## config.mk

```make
export PLATFORM = sky130hd
export DESIGN_NAME = addr_seq_unit
export DESIGN_NICKNAME = d
export VERILOG_FILES = /design/src/rtl/asip_defs.sv /design/src/rtl/addr_seq_unit.sv
export SDC_FILE = /design/constraint.sdc
export NUM_CORES = 1
export LEC_CHECK = 0
export ABC_AREA = 0
export ABC_CLOCK_PERIOD_IN_PS = 2700
export CAP_MARGIN = 0
export CORE_MARGIN = 2
export CORE_UTILIZATION = 45
export CTS_CLUSTER_DIAMETER = 40
export CTS_CLUSTER_SIZE = 28
export DETAILED_ROUTE_END_ITERATION = 6
export GPL_TIMING_DRIVEN = 0
export PLACE_DENSITY_LB_ADDON = 0.2
export SYNTH_ARGS = -nofsm -noshare
export SYNTH_HDL_FRONTEND = slang
export SYNTH_SLANG_ARGS = --single-unit
export TNS_END_PERCENT = 30
```

## constraint.sdc

```tcl
create_clock -name CLK -period 2.7 [get_ports CLK]
set_input_delay 0.675 -clock CLK [delete_from_list [all_inputs] [get_ports CLK]]
set_output_delay 0.675 -clock CLK [all_outputs]
set_load 0.03 [all_outputs]
```

## src/rtl/asip_defs.sv

```systemverilog
// Shared definitions for the max/min/avg ASIP: FSM state encodings and
// the default address/count widths.
package asip_defs;

  localparam int ASIP_ADDR_W = 8;
  localparam int ASIP_CNT_W  = 8;

  typedef enum logic [1:0] {
    IDLE   = 2'd0,
    SCAN   = 2'd1,
    RESULT = 2'd2,
    FINISH = 2'd3
  } state_e;

endpackage

```

## src/rtl/addr_seq_unit.sv

```systemverilog
// Address sequencer: walks COUNT operands from BASE_ADDR, tracks the address of
// the best element and presents it for one result beat through the address mux.
module addr_seq_unit
  import asip_defs::*;
#(
  parameter int ADDR_W = ASIP_ADDR_W,
  parameter int CNT_W  = ASIP_CNT_W
) (
  input  logic              CLK,
  input  logic              RST,
  input  logic              START,
  input  logic [ADDR_W-1:0] BASE_ADDR,
  input  logic [CNT_W-1:0]  COUNT,
  input  logic              ADDR_READY,
  input  logic              CAPTURE,
  output logic [ADDR_W-1:0] ADD_R_out,
  output logic [ADDR_W-1:0] TEMP_ADD_R_out,
  output logic              Select_line,
  output logic              ADDR_VALID,
  output logic              BUSY,
  output logic              DONE
);

  state_e             state_q, state_d;
  logic [ADDR_W-1:0]  addR_q, addR_d;
  logic [ADDR_W-1:0]  tempAddR_q, tempAddR_d;
  logic [CNT_W-1:0]   rem_q, rem_d;

  // State and datapath registers; reset wins over every input.
  always_ff @(posedge CLK) begin
    if (RST) begin
      state_q    <= IDLE;
      addR_q     <= '0;
      tempAddR_q <= '0;
      rem_q      <= '0;
    end else begin
      state_q    <= state_d;
      addR_q     <= addR_d;
      tempAddR_q <= tempAddR_d;
      rem_q      <= rem_d;
    end
  end

  // Next state plus register updates. A beat is accepted only in SCAN or
  // RESULT, where ADDR_VALID is high by construction, so READY alone decides.
  always_comb begin
    state_d    = state_q;
    addR_d     = addR_q;
    tempAddR_d = tempAddR_q;
    rem_d      = rem_q;
    case (state_q)
      IDLE: begin
        if (START) begin
          addR_d     = BASE_ADDR;
          tempAddR_d = BASE_ADDR;
          rem_d      = COUNT;
          state_d    = (COUNT == '0) ? FINISH : SCAN;
        end
      end
      SCAN: begin
        if (ADDR_READY) begin
          addR_d = addR_q + ADDR_W'(1);
          rem_d  = rem_q - CNT_W'(1);
          if (CAPTURE) tempAddR_d = addR_q;
          if (rem_q == CNT_W'(1)) state_d = RESULT;
        end
      end
      RESULT: begin
        if (ADDR_READY) state_d = FINISH;
      end
      FINISH: begin
        state_d = IDLE;
      end
      default: begin
        state_d = IDLE;
      end
    endcase
  end

  // Handshake and mux controls decode from state alone.
  always_comb begin
    Select_line = 1'b0;
    ADDR_VALID  = 1'b0;
    BUSY        = 1'b0;
    DONE        = 1'b0;
    case (state_q)
      SCAN: begin
        ADDR_VALID = 1'b1;
        BUSY       = 1'b1;
      end
      RESULT: begin
        Select_line = 1'b1;
        ADDR_VALID  = 1'b1;
        BUSY        = 1'b1;
      end
      FINISH: begin
        DONE = 1'b1;
      end
      default: begin
        DONE = 1'b0;
      end
    endcase
  end

  assign ADD_R_out      = addR_q;
  assign TEMP_ADD_R_out = tempAddR_q;

endmodule

```

# Yosys cells after proc, flatten, opt, wreduce, memory -nomap -nowiden
# Cells that the tools add are included.
dict set report classes {
  add_sub_neg 2
  mux 18
  reduce_logical 7
  eq_ne 9
}
# op n
set ops {}
lappend ops {{2-to-1 mux 8 bit} 6}
lappend ops {{one-hot mux 8 bit (2 select lines)} 3}
lappend ops {{2-to-1 mux 2 bit} 5}
lappend ops {{inequality test 2 bit (second input constant)} 5}
lappend ops {{adder 8 x 1 -> 8 bit (second input constant)} 1}
lappend ops {{equality test 8 x 1 -> 1 bit (second input constant)} 1}
lappend ops {{logical NOT 8 bit} 1}
lappend ops {{one-hot mux 2 bit (4 select lines)} 1}
lappend ops {{AND reduction 4 bit} 2}
lappend ops {{subtractor 8 x 1 -> 8 bit (second input constant)} 1}
lappend ops {{equality test 2 bit (second input constant)} 2}
lappend ops {{2-to-1 mux 1 bit} 3}
lappend ops {{AND reduction 3 bit} 1}
lappend ops {{equality test 2 x 1 -> 1 bit (second input constant)} 1}
lappend ops {{logical NOT 2 bit} 1}
lappend ops {{nonzero test 2 bit} 1}
lappend ops {{OR reduction 2 bit} 1}
dict set report word_totals {
  out_inout_bits 20
  ff_bits 26
}

# Logic depth before layout (Yosys ltp)
dict set report depth {
  depth_word 4
  ltp_mapped 8
  ltp_nobuf 6
}

# Worst setup path after synthesis
# OpenSTA, ideal clock, no wires.
dict set report synth_path {
  path_kind {reg-to-reg}
  startpoint {register state_q[1]}
  endpoint {register tempAddR_q[3] (netlist: TEMP_ADD_R_out[3])}
  synth_period_minus_slack_ps 1786
  setup_ps 86
  slack_ps 914
  t_required_ps 2614
  path_stages_with_launch 9
  arrival_time_ps 1700
  path_cell_list {dfxtp_1 inv_1 ha_1 buf_2 mux2i_1 nor3_1 buf_2 nor2_1 a211oi_1}
}
dict set report synth_via {
  elab_chain_cells 3
  word_cells_on_any_way 8
}
# element line
set synth_lines {}
lappend synth_lines {{start: declaration} addr_seq_unit.sv:24} ;# state_e state_q, state_d;
lappend synth_lines {{start signal: assignment} addr_seq_unit.sv:37} ;# state_q <= state_d;
lappend synth_lines {{equality test 2 x 1 -> 1 bit or logical NOT 2 bit (tied branches)} addr_seq_unit.sv:51} ;# case (state_q)
lappend synth_lines {{inequality test 2 bit (no source line) or nonzero test 2 bit (tied branches)} -}
lappend synth_lines {{AND reduction 4 bit (no source line)} -}
lappend synth_lines {{end signal: assignment} addr_seq_unit.sv:39} ;# tempAddR_q <= tempAddR_d;
lappend synth_lines {{end: declaration} addr_seq_unit.sv:26} ;# logic [ADDR_W-1:0] tempAddR_q, tempAddR_d;
# Parallel ways exist; a longest one is shown, timed or not.
# A chain may end at the register's enable or synchronous reset.

# Worst setup path after layout
dict set report layout_path {
  startpoint {register state_q[0]}
  endpoint {output BUSY}
}
dict set report layout_via {
  elab_chain_cells 3
  word_cells_on_any_way 4
}
# element line
set layout_lines {}
lappend layout_lines {{equality test 2 bit or equality test 2 x 1 -> 1 bit (tied branches)} addr_seq_unit.sv:86} ;# case (state_q)
lappend layout_lines {{OR reduction 2 bit (no source line) *} -}
lappend layout_lines {{2-to-1 mux 1 bit *} addr_seq_unit.sv:86}
lappend layout_lines {{end: declaration} addr_seq_unit.sv:20} ;# output logic BUSY,
# Mark *: on every way between the ends. The rest lies on a longest branch, timed or not.

==> results.sh <==
export IMPL_ys_seq_elements=26
export IMPL_worstPathArrival_ns=1.93
export IMPL_fin_util=0.646
export IMPL_cts_hold_buf=0
export IMPL_max_stage_delay_ns=0.66
export IMPL_clockRootBuffer="clkbuf_4"
export IMPL_cap_viol_max_count=0
export IMPL_setup_viol=0
export IMPL_totalWireLength_mm=4.13
export IMPL_vias=1581
export IMPL_criticalPathCategory="reg2out"
export IMPL_drtIter0Drc=105
export IMPL_synth_nets=214
export IMPL_avgRoutedWirePerCell_um=15.1
export IMPL_synth_flop_cell="dfxtp_1"
export IMPL_clkLatencyLatePin_ns=0.33
export IMPL_first_pass_iters=4
export IMPL_die_x_um=61.7
export IMPL_fp_coreArea_mm2=0.00310
export IMPL_drc=0
export IMPL_power_density_mw_per_mm2=1350
export IMPL_ant_nets=0
export IMPL_drive_above_1_share=0.0652
export IMPL_die_h_um=61.7
export IMPL_dp_hpwl_mm=3.09
export IMPL_clk_path_buf_depth=2
export IMPL_antenna_found_initial=0
export IMPL_hold_viol=0
export IMPL_cp_max_fo=4
export IMPL_crit_buf_inv=3
export IMPL_cp_top_family="buffers and inverters"
export IMPL_h_tree_depth=1
export IMPL_grt_start_max_net_pins=16
export IMPL_dieArea_mm2=0.00380
export IMPL_via_per_inst=5.77
export IMPL_worst_slew_pin_slew_ns=0.754
export IMPL_syn_to_final_growth_pct=33.9
export IMPL_grt_pass1_wl_mm=6.64
export IMPL_clock_fmax_mhz=384
export IMPL_min_period_ns=2.61
export IMPL_grt_pass1_vias=1483
export IMPL_setup_tns_ns=0
export IMPL_irDropWorstVdd_mv=0.508
export IMPL_rows=20
export IMPL_async_reset_ff_frac=0
export IMPL_start_util=0.482
export IMPL_required_ns=2.03
export IMPL_post_cts_setup_buffer_count=0
export IMPL_cts_resized=0
export IMPL_rsz0062_at_grt="false"
export IMPL_grt_ovfl_total=0
export IMPL_grt_util_all_layers=0.231
export IMPL_clock_sinks=26
export IMPL_preCtsSetupSlack_ns=0.106
export IMPL_critPathCaptureType="output pin"
export IMPL_netlist_area_mm2=0.00150
export IMPL_synth_edf_count=0
export IMPL_synth_cells=186
export IMPL_drv_slew=0
export IMPL_cp_cell_sequence="inv_1 > ha_1 > buf_4 > clkdlybuf4s50_1"
export IMPL_yosysSeqAreaShare=0.348
export IMPL_nNetsFinal=259
export IMPL_cts_made_buffers=3
export IMPL_fin_worst_skew_ns=0.0151
export IMPL_finalPower_mw=2.71
export IMPL_syn_area_per_cell_um2=8.05
export IMPL_period_share=0.966
export IMPL_relSlewSlack=0.495
export IMPL_cp_start_kind="flip-flop"
export IMPL_portBuffers=40
export IMPL_clkTransAtPathRegs_ns=0.14
export IMPL_cts_tree="built"
export IMPL_cpMaxStageDelayCell="clkdlybuf4s50_1"
export IMPL_ioPinCount=41
export IMPL_diodes=0
export IMPL_synth_cell_types=34
export IMPL_hp_class="reg2reg"
export IMPL_whs_ns=0.487
export IMPL_outcome="completed"
export IMPL_p_leak_nw=0.716
export IMPL_layout_setup_ws_ns=0.0926
export IMPL_place_gp_congestion=0.904
export IMPL_synth_yosys_warnings=0
==> flip-flops by register name, indices dropped and copies added (netlist names) <==
register,count
rem_q,8
state_q,2
ADD_R_out,8
TEMP_ADD_R_out,8
==> synthesized netlist by cell type (6+ instances only) <==
cell type	number	share of area
nand2_1	14	0.035
mux2i_1	7	0.047
inv_1	10	0.025
a21oi_1	21	0.070
a211oi_1	11	0.055
nor2_1	19	0.048
nor2b_1	6	0.025
dfxtp_1	26	0.35
clkbuf_1	7	0.018
ha_1	7	0.059
o21ai_0	11	0.037
==> path summary, 6_finish.rpt <==
| kind | startpoint | endpoint | slack [ns] | cells after the start |
|---|---|---|---|---|
| worst min register to register | rem_q[1] | rem_q[1] | 0.49 | 2 |
| worst max-delay path | state_q[0] | BUSY | 0.09 | 4 |
| worst max register to register | state_q[1] | rem_q[5] | 0.41 | 8 |
| worst min-delay path | rem_q[1] | rem_q[1] | 0.49 | 2 |
==> through the flow <==
stage / cells / instance area (um2)
6_report: 274 / 2000
5_1_grt: 274 / 2000
4_1_cts: 274 / 2000
3_5_place_dp: 270 / 1950
3_3_place_gp: 270 / 1950
2_1_floorplan: 186 / 1500
==> tightest hold or removal path, cell delays in order, from the launching register on <==
cell and delay [ns]:
dfxtp_1 0.35, nand2_1 0.06, a21oi_1 0.05
==> cells in the final DEF (no fill, tap or decap), types with 6 or more instances in the layout <==
| master | Yosys | final |
|---|---|---|
| a211oi_1 | 11 | 11 |
| a21oi_1 | 21 | 21 |
| clkbuf_1 | 7 | 7 |
| clkdlybuf4s50_1 | 0 | 40 |
| dfxtp_1 | 26 | 26 |
| ha_1 | 7 | 7 |
| inv_1 | 10 | 10 |
| mux2i_1 | 7 | 7 |
| nand2_1 | 14 | 14 |
| nor2_1 | 19 | 19 |
| nor2b_1 | 6 | 6 |
| o21ai_0 | 11 | 11 |
==> cells by family after synthesis <==
logic type / Yosys count / share of synthesized area
AO/OA/AOI/OAI: 64 / 0.284
buffers and inverters: 21 / 0.0577
multiplexers: 8 / 0.0543
AND/OR/NAND/NOR: 60 / 0.197
adder cells (fa/ha/maj): 7 / 0.0585
flip-flops: 26 / 0.348
==> area by class of cell <==
cell class                 instances  area (um2)
sequential                        26         520
fill                             316        1100
inverter                          10        37.5
tap                               44        55.1
clock inverter                     1        30.0
buffer                            11        48.8
multi-input combinational        139         890
clock buffer                       3        22.5
timing repair buffer              40         400
==> routing by layer <==
metal	track usage	up-vias	wire (um)
met3	0.0210	6	229
li1	-	773	-
met2	0.426	63	2100
met5	0	-	0
met1	0.282	739	1750
met4	0.0729	0	49
==> power by group <==
part | internal (mW) | total [mW] | switching, mW
registers | 0.558 | 0.734 | 0.176
clock network | 0.150 | 0.274 | 0.124
logic | 0.689 | 1.70 | 1.02
Power figures use the tool's default switching activity.
